==> src/rtl/q16_arb_pkg.sv <==
// rtl/q16_arb_pkg.sv - shared types, widths and link packing for the Q16 link arbiter
package q16_arb_pkg;
    localparam int LINK_W         = 32;
    localparam int HALF_W         = 16;
    localparam int LINK_VALID_BIT = 31;

    typedef enum logic [1:0] {IDLE, ISSUE, WAIT, DONE} arb_state_t;

    // Bit 31 carries the strobe, so the top bit of a has no room on the link.
    function automatic logic [LINK_W-1:0] pack_link(input logic [HALF_W-1:0] a,
                                                    input logic [HALF_W-1:0] b);
        logic [LINK_W-1:0] word;
        word                 = {1'b0, a[HALF_W-2:0], b};
        word[LINK_VALID_BIT] = 1'b1;
        return word;
    endfunction
endpackage

==> src/rtl/q16_link_arbiter_if.sv <==
// rtl/q16_link_arbiter_if.sv - requester and link signals of the Q16 link arbiter
interface q16_link_arbiter_if
    import q16_arb_pkg::*;
#(
    parameter int N_REQ = 4
);
    logic [N_REQ-1:0]        req;
    logic [HALF_W*N_REQ-1:0] req_a;
    logic [HALF_W*N_REQ-1:0] req_b;
    logic [N_REQ-1:0]        gnt;
    logic [LINK_W-1:0]       link_out;
    logic [LINK_W-1:0]       link_in;
    logic [N_REQ-1:0]        resp_valid;
    logic [LINK_W-1:0]       resp_data;
    logic                    resp_err;
    logic                    busy;

    modport master (
        input  req, req_a, req_b, link_in,
        output gnt, link_out, resp_valid, resp_data, resp_err, busy
    );

    modport slave (
        output req, req_a, req_b, link_in,
        input  gnt, link_out, resp_valid, resp_data, resp_err, busy
    );
endinterface

==> src/rtl/q16_rr_pick.sv <==
// rtl/q16_rr_pick.sv - combinational round-robin picker: first request at or after ptr
module q16_rr_pick #(
    parameter int N_REQ = 4,
    parameter int IDX_W = 2
) (
    input  logic [N_REQ-1:0] req,
    input  logic [IDX_W-1:0] ptr,
    output logic [N_REQ-1:0] win,
    output logic [IDX_W-1:0] idx,
    output logic             any
);
    always_comb begin
        int cand;
        cand = 0;
        win  = '0;
        idx  = '0;
        any  = 1'b0;
        for (int k = 0; k < N_REQ; k++) begin
            cand = (int'(ptr) + k) % N_REQ;
            if (!any && req[cand[IDX_W-1:0]]) begin
                any                    = 1'b1;
                idx                    = cand[IDX_W-1:0];
                win[cand[IDX_W-1:0]]   = 1'b1;
            end
        end
    end
endmodule

==> src/rtl/q16_link_arbiter.sv <==
// rtl/q16_link_arbiter.sv - round-robin sequencer for the shared Q16 operand link
// Optional WAIT timeout built when Q16_ARB_TIMEOUT_EN is defined.
module q16_link_arbiter
    import q16_arb_pkg::*;
#(
    parameter int N_REQ   = 4,
    parameter int TIMEOUT = 255
) (
    input logic                clk,
    input logic                rst,
    q16_link_arbiter_if.master bus
);
    localparam int IDX_W = $clog2(N_REQ);

    arb_state_t          state;
    logic [IDX_W-1:0]    ptr;
    logic [IDX_W-1:0]    idx_q;
    logic [N_REQ-1:0]    gnt_q;
    logic [LINK_W-1:0]   link_q;
    logic [N_REQ-1:0]    resp_valid_q;
    logic [LINK_W-1:0]   resp_data_q;
    logic                resp_err_q;
    logic                busy_q;

    logic [N_REQ-1:0]    pick_win;
    logic [IDX_W-1:0]    pick_idx;
    logic                pick_any;
    logic [HALF_W-1:0]   a_sel;
    logic [HALF_W-1:0]   b_sel;
    logic                tmo_hit;

    q16_rr_pick #(.N_REQ(N_REQ), .IDX_W(IDX_W)) u_pick (
        .req (bus.req),
        .ptr (ptr),
        .win (pick_win),
        .idx (pick_idx),
        .any (pick_any)
    );

    assign a_sel = bus.req_a[pick_idx*HALF_W +: HALF_W];
    assign b_sel = bus.req_b[pick_idx*HALF_W +: HALF_W];

`ifdef Q16_ARB_TIMEOUT_EN
    logic [15:0] tmo_cnt;

    // Counts completed WAIT cycles; reaching TIMEOUT-1 means this is the last one.
    always_ff @(posedge clk or negedge rst) begin
        if (!rst)
            tmo_cnt <= '0;
        else if (state == WAIT)
            tmo_cnt <= tmo_cnt + 16'd1;
        else
            tmo_cnt <= '0;
    end

    assign tmo_hit = (tmo_cnt == 16'(TIMEOUT - 1));
`else
    assign tmo_hit = 1'b0;
`endif

    always_ff @(posedge clk or negedge rst) begin
        if (!rst) begin
            state        <= IDLE;
            ptr          <= '0;
            idx_q        <= '0;
            gnt_q        <= '0;
            link_q       <= '0;
            resp_valid_q <= '0;
            resp_data_q  <= '0;
            resp_err_q   <= 1'b0;
            busy_q       <= 1'b0;
        end else begin
            resp_valid_q <= '0;
            case (state)
                IDLE: begin
                    if (pick_any) begin
                        idx_q  <= pick_idx;
                        gnt_q  <= pick_win;
                        link_q <= pack_link(a_sel, b_sel);
                        busy_q <= 1'b1;
                        state  <= ISSUE;
                    end
                end
                ISSUE: begin
                    link_q <= '0;
                    state  <= WAIT;
                end
                WAIT: begin
                    // A real result on the same edge as the timeout wins.
                    if (bus.link_in != '0) begin
                        resp_data_q  <= bus.link_in;
                        resp_err_q   <= 1'b0;
                        resp_valid_q <= gnt_q;
                        state        <= DONE;
                    end else if (tmo_hit) begin
                        resp_data_q  <= '0;
                        resp_err_q   <= 1'b1;
                        resp_valid_q <= gnt_q;
                        state        <= DONE;
                    end
                end
                DONE: begin
                    gnt_q  <= '0;
                    ptr    <= (idx_q == IDX_W'(N_REQ - 1)) ? '0 : idx_q + 1'b1;
                    busy_q <= 1'b0;
                    state  <= IDLE;
                end
                default: state <= IDLE;
            endcase
        end
    end

    assign bus.gnt        = gnt_q;
    assign bus.link_out   = link_q;
    assign bus.resp_valid = resp_valid_q;
    assign bus.resp_data  = resp_data_q;
    assign bus.resp_err   = resp_err_q;
    assign bus.busy       = busy_q;
endmodule

==> src/flat_wrapper.sv <==
// flat-port wrapper written by rule: the top's interface ports become plain ports
module q16_link_arbiter_flat import q16_arb_pkg::*;
#(
    parameter int N_REQ   = 4,
    parameter int TIMEOUT = 255
)
  (clk, rst, bus_req, bus_req_a, bus_req_b, bus_link_in, bus_gnt, bus_link_out, bus_resp_valid, bus_resp_data, bus_resp_err, bus_busy);
  q16_link_arbiter_if #(.N_REQ(N_REQ)) bus_i ();
  input logic clk;
  input logic rst;
  input wire logic [$bits(bus_i.req)-1:0] bus_req;
  input wire logic [$bits(bus_i.req_a)-1:0] bus_req_a;
  input wire logic [$bits(bus_i.req_b)-1:0] bus_req_b;
  input wire logic [$bits(bus_i.link_in)-1:0] bus_link_in;
  output wire logic [$bits(bus_i.gnt)-1:0] bus_gnt;
  output wire logic [$bits(bus_i.link_out)-1:0] bus_link_out;
  output wire logic [$bits(bus_i.resp_valid)-1:0] bus_resp_valid;
  output wire logic [$bits(bus_i.resp_data)-1:0] bus_resp_data;
  output wire logic [$bits(bus_i.resp_err)-1:0] bus_resp_err;
  output wire logic [$bits(bus_i.busy)-1:0] bus_busy;
  assign bus_i.req = bus_req;
  assign bus_i.req_a = bus_req_a;
  assign bus_i.req_b = bus_req_b;
  assign bus_i.link_in = bus_link_in;
  assign bus_gnt = bus_i.gnt;
  assign bus_link_out = bus_i.link_out;
  assign bus_resp_valid = bus_i.resp_valid;
  assign bus_resp_data = bus_i.resp_data;
  assign bus_resp_err = bus_i.resp_err;
  assign bus_busy = bus_i.busy;
  q16_link_arbiter #(.N_REQ(N_REQ), .TIMEOUT(TIMEOUT)) u_core (.clk(clk), .rst(rst), .bus(bus_i));
endmodule
==> config.mk <==
export PLATFORM = sky130hd
export DESIGN_NAME = q16_link_arbiter_flat
export DESIGN_NICKNAME = d
export VERILOG_FILES = /design/src/rtl/q16_arb_pkg.sv /design/src/rtl/q16_link_arbiter_if.sv /design/src/rtl/q16_rr_pick.sv /design/src/rtl/q16_link_arbiter.sv /design/src/flat_wrapper.sv
export SDC_FILE = /design/constraint.sdc
export NUM_CORES = 1
export LEC_CHECK = 0
export CELL_PAD_IN_SITES_DETAIL_PLACEMENT = 2
export CELL_PAD_IN_SITES_GLOBAL_PLACEMENT = 2
export CORE_MARGIN = 3
export CORE_UTILIZATION = 23
export DETAILED_ROUTE_END_ITERATION = 6
export GPL_ROUTABILITY_DRIVEN = 0
export GPL_TIMING_DRIVEN = 1
export HOLD_SLACK_MARGIN = 0.05
export PLACE_DENSITY = 0.87
export SYNTH_ARGS = -nofsm -noshare
export SYNTH_HDL_FRONTEND = slang
export SYNTH_SLANG_ARGS = --single-unit
==> constraint.sdc <==
create_clock -name clk -period 2.9 [get_ports clk]
set_input_delay 0.58 -clock clk [delete_from_list [all_inputs] [get_ports clk]]
set_output_delay 0.58 -clock clk [all_outputs]
set_load 0.1 [all_outputs]
* Word-level counts from Yosys, hierarchy flattened
Cells that the tools add are included.
W data, S select, Z words.
** Cells by class
- Bitwise gates (word level) :: 3
- $lt $le $gt $ge :: 8
- Div/mod/pow operators :: 0
- Shifts and indexed selects :: 2
- Reductions and logical operators :: 19
- Equality and inequality tests :: 6
- Mux-type cells :: 40
- Add/sub/neg operators :: 4
- Multiply operators :: 0
** Operator list (number)
- $pmux W32 S2 :: 1
- $shiftx A64 B7 Y15 :: 1
- $shiftx A64 B7 Y16 :: 1
- $mux W32 :: 1
- $reduce_bool A32 Y1 :: 1
- $mux W4 :: 7
- $mux W2 :: 7
- $mux W1 :: 13
- $lt A2 B3 Y1 const B :: 4
- $or A4 B4 Y4 :: 3
- $reduce_and A2 Y1 :: 5
- $bmux W1 S2 :: 4
- $demux W1 S2 :: 4
- $ge A2 B1 Y1 const B :: 4
- $pmux W2 S4 :: 1
- $pmux W4 S2 :: 1
- $logic_and A1 B1 Y1 :: 7
- $eq A2 B2 Y1 const B :: 3
- $add A2 B1 Y2 const B :: 2
- $add A2 B2 Y2 const B :: 2
- $ne A2 B1 Y1 const B :: 2
- $reduce_bool A2 Y1 :: 2
- $logic_not A1 Y1 :: 3
- $eq A2 B1 Y1 const B :: 1
- 2 further kinds :: 2
** Word-level totals
- Output and inout port bits :: 74
- Input bits :: 166
- RAM bits :: 0
- Memories kept :: 0
- Bits in registers :: 79
- Memory bits (read-only) :: 0
- Latch bits :: 0

* Logic depth before layout (Yosys ltp)
- Word-level depth :: 15
- Depth in mapped cells :: 11
- Gate-level depth less buffers :: 8

* Modules after synthesis
A second synthesis with hierarchy kept.
** Second synthesis, totals
- Cell total of the unflattened synthesis :: 291
- Area total of the unflattened synthesis :: 4217.8 µm²
** By module, submodules not included
- q16_link_arbiter :: instances 1, area an instance 3798.6 µm², sequential area each 1976.9 µm², cells an instance 246
- q16_rr_pick :: instances 1, area an instance 419.2 µm², sequential area each 0.0 µm², cells an instance 45

* Worst setup path before layout
OpenSTA, ideal clock, no wires.
- Path type :: flip-flop to flip-flop
- From :: register u_core.ptr[0]
- To :: register u_core.link_q[2] (netlist: u_core.bus.link_out[2])
- Path buffers :: 3
- Setup slack :: 0.255 ns
- Data required time :: 2.764 ns
- Arrival :: 2.510 ns
- Clock period less this slack :: 2.645 ns
- Cell stages (with the launch flop) :: 12
- Path through :: dfrtp_1 buf_6 inv_1 ha_1 mux4_2 nor2b_4 nor2_2 o22ai_2 buf_6 buf_12 mux2i_1 o221ai_2
** Between the ends
- Longest elaborated chain between the ends :: 15
- Elaborated cells on any way between the ends :: 30
- Classes of those cells :: add/sub (3); eq/ne (1); shift (1); mux (18); reduce/logical (7)
** Ends and longest elaborated chain
- start, declared :: line q16_link_arbiter.sv:16 : logic [IDX_W-1:0] ptr;
- start signal, assigned :: line q16_link_arbiter.sv:104 : ptr <= (idx_q == IDX_W'(N_REQ - 1)) ? '0 : idx_q + 1'b1;
- parallel branches: the longest is 15 deep, another holds $add A2 B1 Y2
- end signal, assigned :: line q16_link_arbiter.sv:79 : link_q <= pack_link(a_sel, b_sel);
- end, declared :: line q16_link_arbiter.sv:19 : logic [LINK_W-1:0] link_q;
Parallel ways; which one is timed is not known. The select of a mux whose other input is x is not followed.
A chain may end at the register's enable or synchronous reset.

* Worst setup path after layout
- From :: input port bus_req[2]
- To :: register u_core.link_q[15] (netlist: u_core.bus.link_out[15])
** Between the ends
- Longest elaborated chain between the ends :: 15
- Elaborated cells on any way between the ends :: 27
- Classes of those cells :: eq/ne (1); shift (1); mux (18); reduce/logical (7)
** Ends and longest elaborated chain
- start, declared :: line flat_wrapper.sv:11 : input wire logic [$bits(bus_i.req)-1:0] bus_req;
- $bmux W1 S2 :: line q16_rr_pick.sv:20 : if (!any && req[cand[IDX_W-1:0]]) begin
- $mux W1 (not written as such) :: line q16_rr_pick.sv:20
- $mux W1 :: line q16_rr_pick.sv:20
- $logic_not A1 Y1 :: line q16_rr_pick.sv:20
- $logic_and A1 B1 Y1 :: line q16_rr_pick.sv:20
- $mux W1 :: line q16_rr_pick.sv:20
- $logic_not A1 Y1 :: line q16_rr_pick.sv:20
- $logic_and A1 B1 Y1 :: line q16_rr_pick.sv:20
- $mux W1 :: line q16_rr_pick.sv:20
- $logic_not A1 Y1 :: line q16_rr_pick.sv:20
- $logic_and A1 B1 Y1 :: line q16_rr_pick.sv:20
- $mux W2 :: line q16_rr_pick.sv:20
- $shiftx A64 B7 Y16 :: line q16_link_arbiter.sv:41 : assign b_sel = bus.req_b[pick_idx*HALF_W +: HALF_W];
- $mux W32 :: line q16_link_arbiter.sv:76 : if (pick_any) begin
- $pmux W32 S2 :: line q16_link_arbiter.sv:74 : case (state)
Several ways; a longest one is shown, not always the timed one. The select of a mux whose other input is x is not followed.

==> results.sh <==
export IMPL_h_tree_depth=3
export IMPL_core_mm2=0.0188
export IMPL_die_h_um=145
export IMPL_crit_fanout=20
export IMPL_worstSkewPairLatency_ns=0.33
export IMPL_met1_usage_pct=16.4
export IMPL_synth_top_cells_by_area="dfrtp_1 (45%), mux2i_1 (15%), mux2_2 (8.1%)"
export IMPL_clk_pin_slew_worst_paths_ns=0.06
export IMPL_reg2regPathDepth=10
export IMPL_holdWs_ns=0.446
export IMPL_start_util_pct=23.6
export IMPL_cts_hold_buf=0
export IMPL_syn_inst=363
export IMPL_crit_required_ns=3.10
export IMPL_maxCapViolCount=0
export IMPL_hpwl_mm=13.9
export IMPL_num_io_pins=240
export IMPL_hold_viol_final=0
export IMPL_design_area_mm2=0.00735
export IMPL_drv_slew=0
export IMPL_ys_types=41
export IMPL_endpoint_kind="flip-flop"
export IMPL_antenna_found_initial=0
export IMPL_drtPass1Iterations=4
export IMPL_antennaDiodeCount=0
export IMPL_met2_usage_pct=29.7
export IMPL_drive_above_1_share_pct=28.6
export IMPL_cts_buffers=9
export IMPL_post_cts_buffers=0
export IMPL_hp_class="input pin to async pin"
export IMPL_max_freq_mhz=373
export IMPL_drt_iter0_drc=45
export IMPL_yosysTopAreaCellShare_pct=44.7
export IMPL_dpl_worst_slack_ns=-0.146
export IMPL_synth_fp_nets=542
export IMPL_setup_ws_ns=0.222
export IMPL_ant_nets=0
export IMPL_yosysWarnings=0
export IMPL_outcome="completed"
export IMPL_grtUsageTotal_pct=15.8
export IMPL_yosys_area_top_type="dfrtp_1"
export IMPL_period_needed_ns=2.68
export IMPL_r2r_slack_ns=0.22
export IMPL_cts_root_buffer="clkbuf_16"
export IMPL_max_vdd_ir_drop_mv=0.817
export IMPL_cts_resized=0
export IMPL_startpoint_type="input pin"
export IMPL_grt_max_degree=80
export IMPL_critPathArrivalTime_ns=2.87
export IMPL_num_vias=4069
export IMPL_skew_ns=0.00683
export IMPL_ys_flop_type="dfrtp_1"
export IMPL_die_x_um=145
export IMPL_met3_usage_pct=5.36
export IMPL_synth_most_common_cell="dfrtp_1"
export IMPL_ys_top_cells_by_count="dfrtp_1 (79), mux2i_1 (65), nand2_1 (40)"
export IMPL_rsz0062_at_grt="no"
export IMPL_max_slew_margin_pct=28.8
export IMPL_syn_avg_cell_area_um2=12.2
export IMPL_powerDensity_mw_per_mm2=1450
export IMPL_overflow=0
export IMPL_place_area_mm2=0.00703
export IMPL_p_leak_nw=3.24
export IMPL_grt_pass1_vias=4731
export IMPL_wl_mm=17.3
export IMPL_netlist_area_mm2=0.00442
export IMPL_place_port_buffers=234
export IMPL_fillers=1974
export IMPL_wl_per_cell_um=20.1
export IMPL_synthArstFlopShare_pct=100
export IMPL_cts_tree="built"
export IMPL_clk_path_buf_depth=2
export IMPL_synth_seq_cells=79
export IMPL_period_share_pct=92.3
export IMPL_grt_pass1_wl_mm=25.6
export IMPL_nets=800
export IMPL_die_area_mm2=0.0209
export IMPL_tightest_slew_ns=1.07
export IMPL_post_route_util_pct=39.2
export IMPL_synth_edf_count=0
export IMPL_numClockSinks=79
export IMPL_yosysSeqAreaShare_pct=44.7
export IMPL_viasPerCell=4.74
export IMPL_setup_viol=0
export IMPL_rows=50
export IMPL_top_usage_layer="met2"
export IMPL_drc=0
export IMPL_crit_type="input pin to flip-flop"
export IMPL_syn_to_final_growth_pct=66.3
## cell usage in the layout (no fill, tap or decap), types with 2 or more instances in the layout
| cell type | count |
|---|---|
| mux4_2 | 2 |
| clkbuf_16 | 9 |
| clkinv_4 | 2 |
| nor4_1 | 9 |
| o21ai_2 | 2 |
| clkdlybuf4s50_1 | 160 |
| and2_1 | 2 |
| o221ai_1 | 20 |
| mux2_2 | 32 |
| inv_1 | 8 |
| a211oi_1 | 2 |
| a22o_1 | 4 |
| nand2b_1 | 2 |
| o221ai_2 | 11 |
| nand4_1 | 2 |
| ha_1 | 13 |
| bufinv_16 | 2 |
| a22oi_1 | 8 |
| nand2_1 | 40 |
| nor2_1 | 11 |
| buf_4 | 104 |
| o21ai_0 | 10 |
| mux2i_1 | 65 |
| dfrtp_1 | 79 |
| a21o_1 | 2 |
| buf_12 | 6 |
## critical path, stage by stage
cell	delay [ns]
clkdlybuf4s50_1	0.50
mux4_2	0.57
nor2b_4	0.15
nor2_2	0.06
o22ai_4	0.19
buf_12	0.18
buf_12	0.19
mux2i_1	0.28
o221ai_1	0.16
## state kept, by name (all words and copies together) (netlist names)
| signal | count |
|---|---|
| u_core.bus.resp_data | 32 |
| u_core.bus.link_out | 32 |
| u_core.ptr | 2 |
| u_core.bus.busy | 1 |
| u_core.idx_q | 2 |
| u_core.state | 2 |
| u_core.bus.resp_valid | 4 |
| u_core.bus.gnt | 4 |
## per-stage QoR
| step | TNS, ns | power [mW] | std cells |
|---|---|---|---|
| global placement | -0.0429 | 9.23 | 844 |
| global route | 0 | 11.2 | 859 |
| CTS | 0 | 10.8 | 859 |
| floorplan | 0 | 7.53 | 363 |
| detailed placement | -2.17 | 9.55 | 844 |
| finish | 0 | 10.7 | 859 |
## kinds of logic after synthesis
family | synth area share (%)
xor gates and xnor gates | 0.198
and+or+nand+nor | 8.12
buffers and inverters | 5.38
muxes | 25.0
other | 0.0848
DFF | 44.7
adders and majority gates | 3.68
AOI/OAI and AO/OA | 12.8
## final cells by class
type	instances	area [um^2]	area share [%]
clock buffer	10	239	3.25
clock inverter	5	82.6	1.12
inverter	8	30.0	0.408
multi-input combinational	253	2230	30.3
sequential	79	1980	26.9
tap	234	293	3.98
timing repair buffer	270	2500	34.0
## where the power goes
group | internal, mW | total (mW) | switching [mW]
Clock | 0.775 | 1.24 | 0.468
Sequential | 1.58 | 1.86 | 0.280
Combinational | 2.46 | 7.57 | 5.11
Total | 4.81 | 10.7 | 5.86
## worst paths after layout
kind                                         startpoint                       end
min in group clk                u_core.bus.link_out[31]   u_core.bus.link_out[31]
worst min-delay path                                rst  u_core.bus.resp_data[19]
worst max-delay path                         bus_req[2]   u_core.bus.link_out[15]
max in group asynchronous                           rst   u_core.bus.link_out[29]
worst max register to register            u_core.ptr[0]   u_core.bus.link_out[15]
worst min register to register  u_core.bus.link_out[31]   u_core.bus.link_out[31]
## routing by layer
| metal | vias to the layer above | part of all wire (%) |
|---|---|---|
| met5 | - | 0 |
| met4 | 0 | 2.0 |
| met3 | 27 | 9.9 |
| met2 | 187 | 51 |
| met1 | 1983 | 37 |
| li1 | 1872 | - |
Note: power is estimated with default switching activity, not from simulation.
